==> src/rtl/clkmux_sel_ctrl.sv <==
// Select controller for a glitch-free two-input clock mux.
// Runs on a free reference clock, judges clka/clkb activity from toggle
// ticks over a fixed window, and only requests a switch to a source that
// is alive. Holds off further changes while the mux completes its handoff,
// and optionally fails over when the selected source stops.
module clkmux_sel_ctrl #(
  parameter int WINDOW        = 64,
  parameter int MIN_EDGES     = 4,
  parameter int SETTLE        = 8,
  parameter int SYNC_STAGES   = 2,
  parameter int AUTO_FAILOVER = 1
) (
  input  logic clk,
  input  logic rst,
  input  logic clka_tick,
  input  logic clkb_tick,
  input  logic req_valid,
  input  logic req_src,
  output logic req_ready,
  output logic select,
  output logic busy,
  output logic done,
  output logic err,
  output logic failover,
  output logic alive_a,
  output logic alive_b
);

  localparam int WIN_W = (WINDOW > 1) ? $clog2(WINDOW) : 1;
  localparam int CNT_W = $clog2(MIN_EDGES + 1);
  localparam int SET_W = (SETTLE > 1) ? $clog2(SETTLE) : 1;

  typedef enum logic [1:0] {
    S_IDLE   = 2'd0,
    S_CHECK  = 2'd1,
    S_SWITCH = 2'd2
  } state_t;

  // Edge counters stop at MIN_EDGES; anything beyond that is irrelevant.
  function automatic logic [CNT_W-1:0] f_sat_inc(input logic [CNT_W-1:0] c,
                                                 input logic e);
    if (e && (c < CNT_W'(MIN_EDGES))) return c + CNT_W'(1);
    return c;
  endfunction

  logic [SYNC_STAGES-1:0] r_sync_a;
  logic [SYNC_STAGES-1:0] r_sync_b;
  logic                   r_hist_a;
  logic                   r_hist_b;
  logic                   w_edge_a;
  logic                   w_edge_b;

  logic [WIN_W-1:0] r_win_cnt;
  logic             w_win_last;
  logic             r_win_end;
  logic [CNT_W-1:0] r_cnt_a;
  logic [CNT_W-1:0] r_cnt_b;
  logic [CNT_W-1:0] w_cnt_a_nxt;
  logic [CNT_W-1:0] w_cnt_b_nxt;
  logic             r_alive_a;
  logic             r_alive_b;

  state_t           r_state;
  state_t           w_state_nxt;
  logic             r_select;
  logic             w_select_nxt;
  logic             r_target;
  logic             w_target_nxt;
  logic [SET_W-1:0] r_settle;
  logic [SET_W-1:0] w_settle_nxt;
  logic             r_done;
  logic             w_done_nxt;
  logic             r_err;
  logic             w_err_nxt;
  logic             r_failover;
  logic             w_failover_nxt;
  logic             w_req_ready;
  logic             w_alive_cur;
  logic             w_alive_oth;
  logic             w_alive_tgt;
  logic             w_fo_trig;

  // Tick synchronizers plus one history flop; any change counts as an edge.
  always_ff @(posedge clk) begin
    if (rst) begin
      r_sync_a <= '0;
      r_sync_b <= '0;
      r_hist_a <= 1'b0;
      r_hist_b <= 1'b0;
    end else begin
      r_sync_a <= {r_sync_a[SYNC_STAGES-2:0], clka_tick};
      r_sync_b <= {r_sync_b[SYNC_STAGES-2:0], clkb_tick};
      r_hist_a <= r_sync_a[SYNC_STAGES-1];
      r_hist_b <= r_sync_b[SYNC_STAGES-1];
    end
  end

  assign w_edge_a    = r_sync_a[SYNC_STAGES-1] ^ r_hist_a;
  assign w_edge_b    = r_sync_b[SYNC_STAGES-1] ^ r_hist_b;
  assign w_win_last  = (r_win_cnt == WIN_W'(WINDOW - 1));
  assign w_cnt_a_nxt = f_sat_inc(r_cnt_a, w_edge_a);
  assign w_cnt_b_nxt = f_sat_inc(r_cnt_b, w_edge_b);

  // Activity window: an edge in the last cycle still counts for the closing
  // window; alive flags and the win_end strobe appear together one cycle later.
  always_ff @(posedge clk) begin
    if (rst) begin
      r_win_cnt <= '0;
      r_win_end <= 1'b0;
      r_cnt_a   <= '0;
      r_cnt_b   <= '0;
      r_alive_a <= 1'b0;
      r_alive_b <= 1'b0;
    end else begin
      r_win_end <= w_win_last;
      if (w_win_last) begin
        r_win_cnt <= '0;
        r_cnt_a   <= '0;
        r_cnt_b   <= '0;
        r_alive_a <= (w_cnt_a_nxt == CNT_W'(MIN_EDGES));
        r_alive_b <= (w_cnt_b_nxt == CNT_W'(MIN_EDGES));
      end else begin
        r_win_cnt <= r_win_cnt + WIN_W'(1);
        r_cnt_a   <= w_cnt_a_nxt;
        r_cnt_b   <= w_cnt_b_nxt;
      end
    end
  end

  assign w_alive_cur = r_select ? r_alive_b : r_alive_a;
  assign w_alive_oth = r_select ? r_alive_a : r_alive_b;
  assign w_alive_tgt = r_target ? r_alive_b : r_alive_a;
  assign w_fo_trig   = (AUTO_FAILOVER != 0) && r_win_end && !w_alive_cur && w_alive_oth;

  // State and registered outputs; everything returns to idle values on rst.
  always_ff @(posedge clk) begin
    if (rst) begin
      r_state    <= S_IDLE;
      r_select   <= 1'b0;
      r_target   <= 1'b0;
      r_settle   <= '0;
      r_done     <= 1'b0;
      r_err      <= 1'b0;
      r_failover <= 1'b0;
    end else begin
      r_state    <= w_state_nxt;
      r_select   <= w_select_nxt;
      r_target   <= w_target_nxt;
      r_settle   <= w_settle_nxt;
      r_done     <= w_done_nxt;
      r_err      <= w_err_nxt;
      r_failover <= w_failover_nxt;
    end
  end

  // Next-state logic: failover outranks a request in IDLE; the select output
  // only moves on the transition into SWITCH, which then blocks for SETTLE.
  always_comb begin
    w_state_nxt    = r_state;
    w_select_nxt   = r_select;
    w_target_nxt   = r_target;
    w_settle_nxt   = r_settle;
    w_done_nxt     = 1'b0;
    w_err_nxt      = 1'b0;
    w_failover_nxt = 1'b0;
    w_req_ready    = 1'b0;
    case (r_state)
      S_IDLE: begin
        w_req_ready = !w_fo_trig;
        if (w_fo_trig) begin
          w_select_nxt   = !r_select;
          w_failover_nxt = 1'b1;
          w_settle_nxt   = '0;
          w_state_nxt    = S_SWITCH;
        end else if (req_valid) begin
          if (req_src == r_select) begin
            w_done_nxt = 1'b1;
          end else begin
            w_target_nxt = req_src;
            w_state_nxt  = S_CHECK;
          end
        end
      end
      S_CHECK: begin
        if (r_win_end) begin
          if (w_alive_tgt) begin
            w_select_nxt = r_target;
            w_settle_nxt = '0;
            w_state_nxt  = S_SWITCH;
          end else begin
            w_err_nxt   = 1'b1;
            w_state_nxt = S_IDLE;
          end
        end
      end
      S_SWITCH: begin
        if (r_settle == SET_W'(SETTLE - 1)) begin
          w_done_nxt  = 1'b1;
          w_state_nxt = S_IDLE;
        end else begin
          w_settle_nxt = r_settle + SET_W'(1);
        end
      end
      default: begin
        w_state_nxt = S_IDLE;
      end
    endcase
  end

  assign req_ready = w_req_ready;
  assign select    = r_select;
  assign busy      = (r_state != S_IDLE);
  assign done      = r_done;
  assign err       = r_err;
  assign failover  = r_failover;
  assign alive_a   = r_alive_a;
  assign alive_b   = r_alive_b;

endmodule

==> config.mk <==
export PLATFORM = sky130hd
export DESIGN_NAME = clkmux_sel_ctrl
export DESIGN_NICKNAME = d
export VERILOG_FILES = /design/src/rtl/clkmux_sel_ctrl.sv
export SDC_FILE = /design/constraint.sdc
export NUM_CORES = 1
export LEC_CHECK = 0
export ABC_AREA = 1
export CAP_MARGIN = 10
export CORE_ASPECT_RATIO = 1.25
export CORE_MARGIN = 8
export CORE_UTILIZATION = 60
export DETAILED_ROUTE_END_ITERATION = 10
export DONT_BUFFER_PORTS = 1
export GPL_TIMING_DRIVEN = 0
export MAX_ROUTING_LAYER = met4
export PLACE_DENSITY = 0.76
export SETUP_SLACK_MARGIN = 0.4
export SYNTH_ARGS = -nofsm -noshare
export SYNTH_HDL_FRONTEND = slang
export SYNTH_SLANG_ARGS = --single-unit
==> constraint.sdc <==
create_clock -name clk -period 1.8 [get_ports clk]
set_clock_uncertainty 0.1 [all_clocks]
set_input_delay 0.27 -clock clk [delete_from_list [all_inputs] [get_ports clk]]
set_output_delay 0.27 -clock clk [all_outputs]
set_load 0.02 [all_outputs]
-- Word level (Yosys, flattened, before mapping)
Cells that the tools add are included.
- register bits after elaboration: 31
- input port bits: 6
- logic and storage cells: 95
- $add $sub $neg: 4
- $lt $le $gt $ge: 2
- eq/ne operators: 14
- muxes and demuxes: 33
- bitwise logic cells: 7
- reduce and logical (&&, ||, !) cells: 18
- operators with widths (cell ; count):
    $mux 3 ; 8
    $mux 1 ; 15
    $mux 2 ; 6
    $reduce_and 4->1 ; 3
    $ne 2x2->1 const B ; 5
    $add 3x1->3 const B ; 3
    $eq 3x3->1 const B ; 3
    $pmux 3 s3 ; 1
    $add 6x1->6 const B ; 1
    $eq 6x6->1 const B ; 1
    $lt 3x3->1 const B ; 2
    $ne 3x3->1 const B ; 2
    $pmux 2 s3 ; 1
    $not 1->1 ; 5
    $reduce_and 5->1 ; 1
    $logic_and 1x1->1 ; 4
    $pmux 1 s2 ; 2
    $reduce_bool 2->1 ; 2
    $reduce_or 2->1 ; 2
    $logic_not 1->1 ; 3
    $reduce_bool 3->1 ; 1
    $reduce_or 3->1 ; 1
    $eq 2x1->1 const B ; 1
    $eq 2x2->1 const B ; 1
    other kinds (3) ; 4

-- Depth between registers and ports, before layout
Gate-level depths: netlist of run 1.
- depth after elaboration: 6
- depth in mapped cells: 8

-- Worst setup path after synthesis of run 1
OpenSTA, ideal clock, no wires.
- path type: register to output
- start point: reg r_select, in the netlist select
- end point: out req_ready
- data arrival time: 1.009 ns
- data required time: 1.430 ns
- path slack: 0.421 ns
- cell stages (with the launch flop): 7
- path through: dfxtp_1 -> inv_2 -> nand2_1 -> nand2_1 -> nand3_2 -> nand2_2 -> inv_1
- cells in the longest elaborated chain, start to end: 6
- elaborated cells between the ends (all ways): 7
- classes of those cells: mux: 3; reduce/logical: 4
- RTL lines (item ; line ; text):
    start: declaration ; 65 ; logic r_select;
    start signal: assignment ; 147 ; r_select <= w_select_nxt;
    $mux 1 ; 130 ; assign w_alive_cur = r_select ? r_alive_b : r_alive_a;
    $logic_not 1->1 ; 133 ; assign w_fo_trig = (AUTO_FAILOVER != 0) && r_win_end && !w_alive_cur && w_alive_oth;
    $logic_and 1x1->1 ; 133 ;
    $logic_and 1x1->1 * ; 133 ;
    $logic_not 1->1 * ; 169 ; w_req_ready = !w_fo_trig;
    $mux 1 * ; 167 ; case (r_state)
    end: declaration ; 19 ; output logic req_ready,
Mark *: on every way between the ends. The rest lies on a longest branch, timed or not.

-- Worst setup path after layout of run 1
Ends and elaborated chain as after synthesis.

==> metrics, run 1 <==
status=finished clean; Post-Syn Area=~1300 um2; static leakage=~0.8 nW; hold wc startpoint=rst; vias in the first global route=around 1200; die height=69.0 um; worst-path fanout max=4; Congestion Overflow GR=0; final worst slack=between 0.2 and 0.3 ns; ranking of synthesized cells by area=dfxtp_1 (46%), nand2_1 (12%), inv_1 (6.7%); final-report setup violation count=0; IO buf count=0; r2r startpoint=r_settle[1]; critical path class=reg2out; RSZ-0062 raised after global routing=true; Post-route DRC=0; Initial Util=approximately 62%; clk_lat worst skew=0.32 ns; cell chosen for the clock root=clkbuf_4; Num CTS Buffers=5; max-cap viol count=0; initial antenna violation count=0; diode count=0; Ys Warns=0; peak supply drop=roughly 620 uV; CTS Sinks=31; nets=about 220; DR pass1 iterations=4; Tcrit/Tclk final=a little under nine tenths; Seq/Total Area, Yosys=46.0%; Worst-path clk slew=0.10 ns; Final Hold Vio Count=0; largest net degree at the start of global routing=11; worst endpoint required time=1.43 ns; Worst Hold Class=in2reg; gr usage total=~14%; Slew @ Worst Pin=approximately 0.48 ns; via count=roughly 1200; final wirelength=about 3000 um; Clock H-tree levels=2; DIE AREA=~4000 um2; Post-synth EDFFs=0; Post-DP HPWL=1850 um; Peak Freq=651 MHz; Setup crit start kind=flip-flop; # fillers=150; Routed Antenna Nets=0; Core Region=~2200 um2; worst rel slew slack=between 60 and 70%; ys async rst share=0%; Yosys cell types=20; average wire per standard cell=12.5 um; Max Root-Sink Buffers=2; DP Worst Slack=between 0.2 and 0.3 ns; top cells by count, synth=nand2_1 (44), dfxtp_1 (31), inv_1 (24), nor2_1 (24), nand3_1 (15); PwrDens=815 nW/um2; Slew Viols, Final=0; share of layout cells above drive strength 1=roughly 29%; TNS Setup=0 ns; crit path DAT=1.17 ns; area delta synth->final=27.0%; first-pass GRT wire length=~4500 um; fin crit period=1.54 ns; most numerous cell in the Yosys netlist=nand2_1; Main synth FF type=dfxtp_1; gpl congestion=a little under 0.8; Syn Nets=between 150 and 200; CTS tree=built; crit end category=output pin; I/O pins=14; cell taking the most area after synthesis=dfxtp_1; crit path from=select; First DRT Iteration DRCs=57; Die X=58.4 um; Syn Area/Cell=7.29 um2; number of synthesized register bits=31; Synth top area share=46.0%; drt via density=4.93; Rows=19; Syn Inst Count=roughly 190
[final cells by class]
cell class | count | area, um2 | area share [%]
inverters | 34 | 133 | 7.74
repair buffers | 17 | 140 | 8.18
well taps | 31 | 38.8 | 2.26
clock buffers | 8 | 68.8 | 4.02
plain buffers | 1 | 3.75 | 0.219
multi-input cells | 120 | 692 | 40.4
flip-flops and latches | 31 | 637 | 37.2
[critical path: stages, from the launching register on]
cell and delay (ns):
dfxtp_4 0.42, inv_4 0.04, nand2_2 0.07, nand2_2 0.08, nand3_4 0.10, nand2_4 0.06
inv_4 0.08
[stage by stage]
| step | instances | power, mW | utilization [%] | instance area [um2] | hold slack [ns] |
|---|---|---|---|---|---|
| after floorplan | 185 | 0.874 | - | 1350 | 0.239 |
| after detailed placement | 216 | 0.904 | 64.1 | 1390 | 0.247 |
| after global routing | 242 | 1.47 | 79.2 | 1710 | 0.0798 |
| final | 242 | 1.40 | 79.2 | 1710 | 0.0792 |
| after CTS | 234 | 1.38 | 73.6 | 1590 | 0.0386 |
| after global placement | 216 | 0.892 | 64.1 | 1390 | 0.249 |
[registers in the layout, summed over array words and instances, names as in the netlist, 2 cells and up]
name and cells:
r_settle 3, r_cnt_a 3, r_win_cnt 6, r_state 2
r_sync_a 2, r_cnt_b 3, r_sync_b 2
[metal layers]
layer | track usage [%] | share of wire, % | wire length, um
met1 | 12.6 | 37 | 1120
met5 | - | 0 | 0
met3 | 4.27 | 5.5 | 168
met4 | 7.10 | 1.3 | 38
met2 | 26.4 | 56 | 1700
[power by group]
group / switching (mW) / internal (mW)
sequential: 0.0294 / 0.717
combinational: 0.118 / 0.0848
clock: 0.218 / 0.230
total: 0.366 / 1.03
[cell families after synthesis]
family | after synthesis | share of synthesized area [%]
simple gates | 98 | 32.8
flops | 31 | 46.0
compound gates | 13 | 4.82
buf+inv | 35 | 9.74
xor+xnor | 3 | 1.95
fa+ha+maj | 5 | 4.64
[final timing paths]
path            endpoint  slack (ns)  cells past startpoint
max            req_ready        0.26                      6
min             r_target        0.08                      3
max reg2reg  r_settle[0]        0.42                      8
min reg2reg  r_sync_b[1]        0.31                      2
[cell usage in the layout, fill, tap and decap left out, types with 4 or more instances in the layout]
master,netlist,routed
nand2_2,4,7
a21oi_1,10,9
dfxtp_2,0,4
nand3_1,15,11
dlygate4sd3_1,0,5
clkbuf_4,0,5
nor2_4,2,4
buf_4,0,12
dfxtp_1,31,24
nand3_2,2,5
inv_1,24,21
nand2_1,44,40
inv_2,10,11
nor2_1,24,24
[what timing repair did]
action | in CTS | in global routing
hold buffers | 5 | 0
pin swaps | 7 | 11
gates cloned | 0 | 1
endpoints found under the hold margin | 6 | 0
setup endpoints to repair | 8 | 11
resized for setup | 18 | 16
buffers inserted | 5 | 7
Power figures use the tool's default switching activity.
==> run 2, diff against run 1 <==
CORE_ASPECT_RATIO = default   (was 1.25)
==> metrics, run 2 (same netlist as run 1, synthesis figures left out) <==
Rows=17 (-2); average wire per standard cell=12.3 um (-1.5%); CTS tree=built; crit-path cells=inv_4 -> nand2_4 -> nand2_4 -> nand3_4 -> nand2_4 -> inv_4; initial antenna violation count=0 (unchanged); crit path from=select; nets=219 (-0.90%); flop-to-flop setup slack=0.40 ns (-0.02 ns); CP peak stage delay=0.42 ns (about the same); Max Root-Sink Buffers=2 (unchanged); wire length on met2=1480 um (-13%); area delta synth->final=31.0%; final-report setup violation count=0 (unchanged); Tot Pwr=1.53 mW (+9.2%); Peak Freq=648 MHz (-0.51%); final wirelength=2920 um (-3.5%); Num CTS Buffers=5 (unchanged); Finished Layout Cells=237 (-2.1%); Levels on crit path=6 (unchanged); Worst path slowest cell=dfxtp_4; Worst-path clk slew=0.10 ns (about the same); status=finished clean; fin crit period=1.54 ns (+0.00793 ns); First DRT Iteration DRCs=49 (-14%); leading cell type in the layout, fill and taps excluded=nand2_1; die height=63.4 um (-8.1%); diode count=0 (unchanged); TNS Setup=0 ns (unchanged); Post-DP HPWL=1770 um (-4.4%); cell chosen for the clock root=clkbuf_4; WHS=0.0554 ns (-0.0237 ns); most frequent cells in the layout=nand2_1 (36), nor2_1 (24), dfxtp_1 (23), inv_1 (21); gr usage total=15.0% (+0.57 points); crit path DAT=1.17 ns (about the same); drt via density=5.15 (+4.5%); Clock H-tree levels=2 (unchanged); Post-route DRC=0 (unchanged); final worst slack=0.257 ns (-0.00793 ns); Final Hold Vio Count=0 (unchanged); Slew @ Worst Pin=0.431 ns (-0.0467 ns); Switching Share=25.6% (-0.55 points); worst rel slew slack=71.2% (+3.1 points); register with the most flip-flops=r_win_cnt; Clock power frac=37.2% (+5.2 points); via count=1221 (+2.3%); Worst Hold Class=in2reg; DR pass1 iterations=4 (unchanged); vias in the first global route=1148 (-0.43%); first-pass GRT wire length=4760 um (+5.0%); max-cap viol count=0 (unchanged); placed cell count=213 (-1.4%); CTS Sinks=31 (unchanged); share of layout cells above drive strength 1=32.1% (+2.7 points); Comb pwr share=13.6% (-1.0 points); delay-heaviest family, CP=flip-flops; worst endpoint required time=1.43 ns (about the same); CP Capture Point=req_ready; Critical path buffers and inverters=2 (unchanged); Congestion Overflow GR=0 (unchanged); static leakage=0.800 nW (+0.81%); Setup crit start kind=flip-flop; fin util=81.4% (+2.3 points); PwrDens=864 nW/um2 (+5.9%); Routed Antenna Nets=0 (unchanged); Die X=63.4 um (+8.6%); r2r worst-path depth=8 (unchanged); highest routed layer=met4; FF-to-FF End=r_state[1]; Psw=391 uW (+7.0%); r2r startpoint=r_settle[1]; Internal=1.13 mW (+10%); largest net degree at the start of global routing=11 (unchanged); worst-path fanout max=4 (unchanged); critical path class=reg2out; Tcrit/Tclk final=85.7% (+0.44 points); Slew Viols, Final=0 (unchanged); Initial Util=62.2% (-0.18 points); I/O pins=14 (unchanged); gpl congestion=0.808 (+2.1%); DP Area=1380 um2 (-0.27%); DP Worst Slack=0.295 ns (+0.0189 ns); RSZ-0062 raised after global routing=true; Met1 Routed Length=1230 um (+10%); peak supply drop=747 uV (+20%); max reg flops=6 (unchanged); IO buf count=0 (unchanged); Core Region=2170 um2 (+0.29%); crit end category=output pin; post-route cell area=1770 um2 (+3.1%); DIE AREA=4020 um2 (-0.24%); CP dominant cell by count=nand2_4; Flop pwr share=49.2% (-4.2 points); clk_lat worst skew=0.33 ns (about the same); met3 routed WL=150 um (-11%)
run 2: how the worst min path moves through the flow:
stage / from / to / cells after the start
6_report: rst / r_settle[0] / 3
5_1_grt: rst / select / 3
4_1_cts: rst / select / 3
3_5_place_dp: rst / r_state[0] / 1
3_3_place_gp: rst / r_state[0] / 1
2_1_floorplan: rst / r_state[0] / 1
run 2: cell type report:
class	count	area, um2
flip-flops and latches	31	638
plain buffers	1	3.75
clock inverters	2	35.0
inverters	34	133
multi-input cells	119	738
clock buffers	6	51.3
well taps	28	35.0
repair buffers	16	133
fillers	151	403
run 2: what timing repair did:
item | 4_1_cts | 5_1_grt
endpoints found under the setup margin | 8 | 15
setup buffers | 4 | 7
resized for setup | 22 | 25
pin swaps | 8 | 12
hold buffers | 5 | 0
endpoints found under the hold margin | 6 | 0
run 2: tightest hold or removal path, cell delays in order:
cell and delay, ns:
inv_2 0.07, nand2_1 0.08, nor2_1 0.03
run 2: power by group through the flow:
stage	sequential, mW	clock (mW)	combinational (mW)
2_1_floorplan	0.754	0	0.120
3_3_place_gp	0.757	0	0.136
3_5_place_dp	0.759	0	0.144
4_1_cts	0.740	0.581	0.175
5_1_grt	0.754	0.619	0.235
6_report	0.750	0.568	0.208
run 2: routing by layer:
| metal | GRT usage (%) | up-vias |
|---|---|---|
| met4 | 10.6 | 0 |
| met3 | 5.48 | 7 |
| met1 | 15.2 | 572 |
| met2 | 23.6 | 24 |
| li1 | - | 618 |
| met5 | - | - |
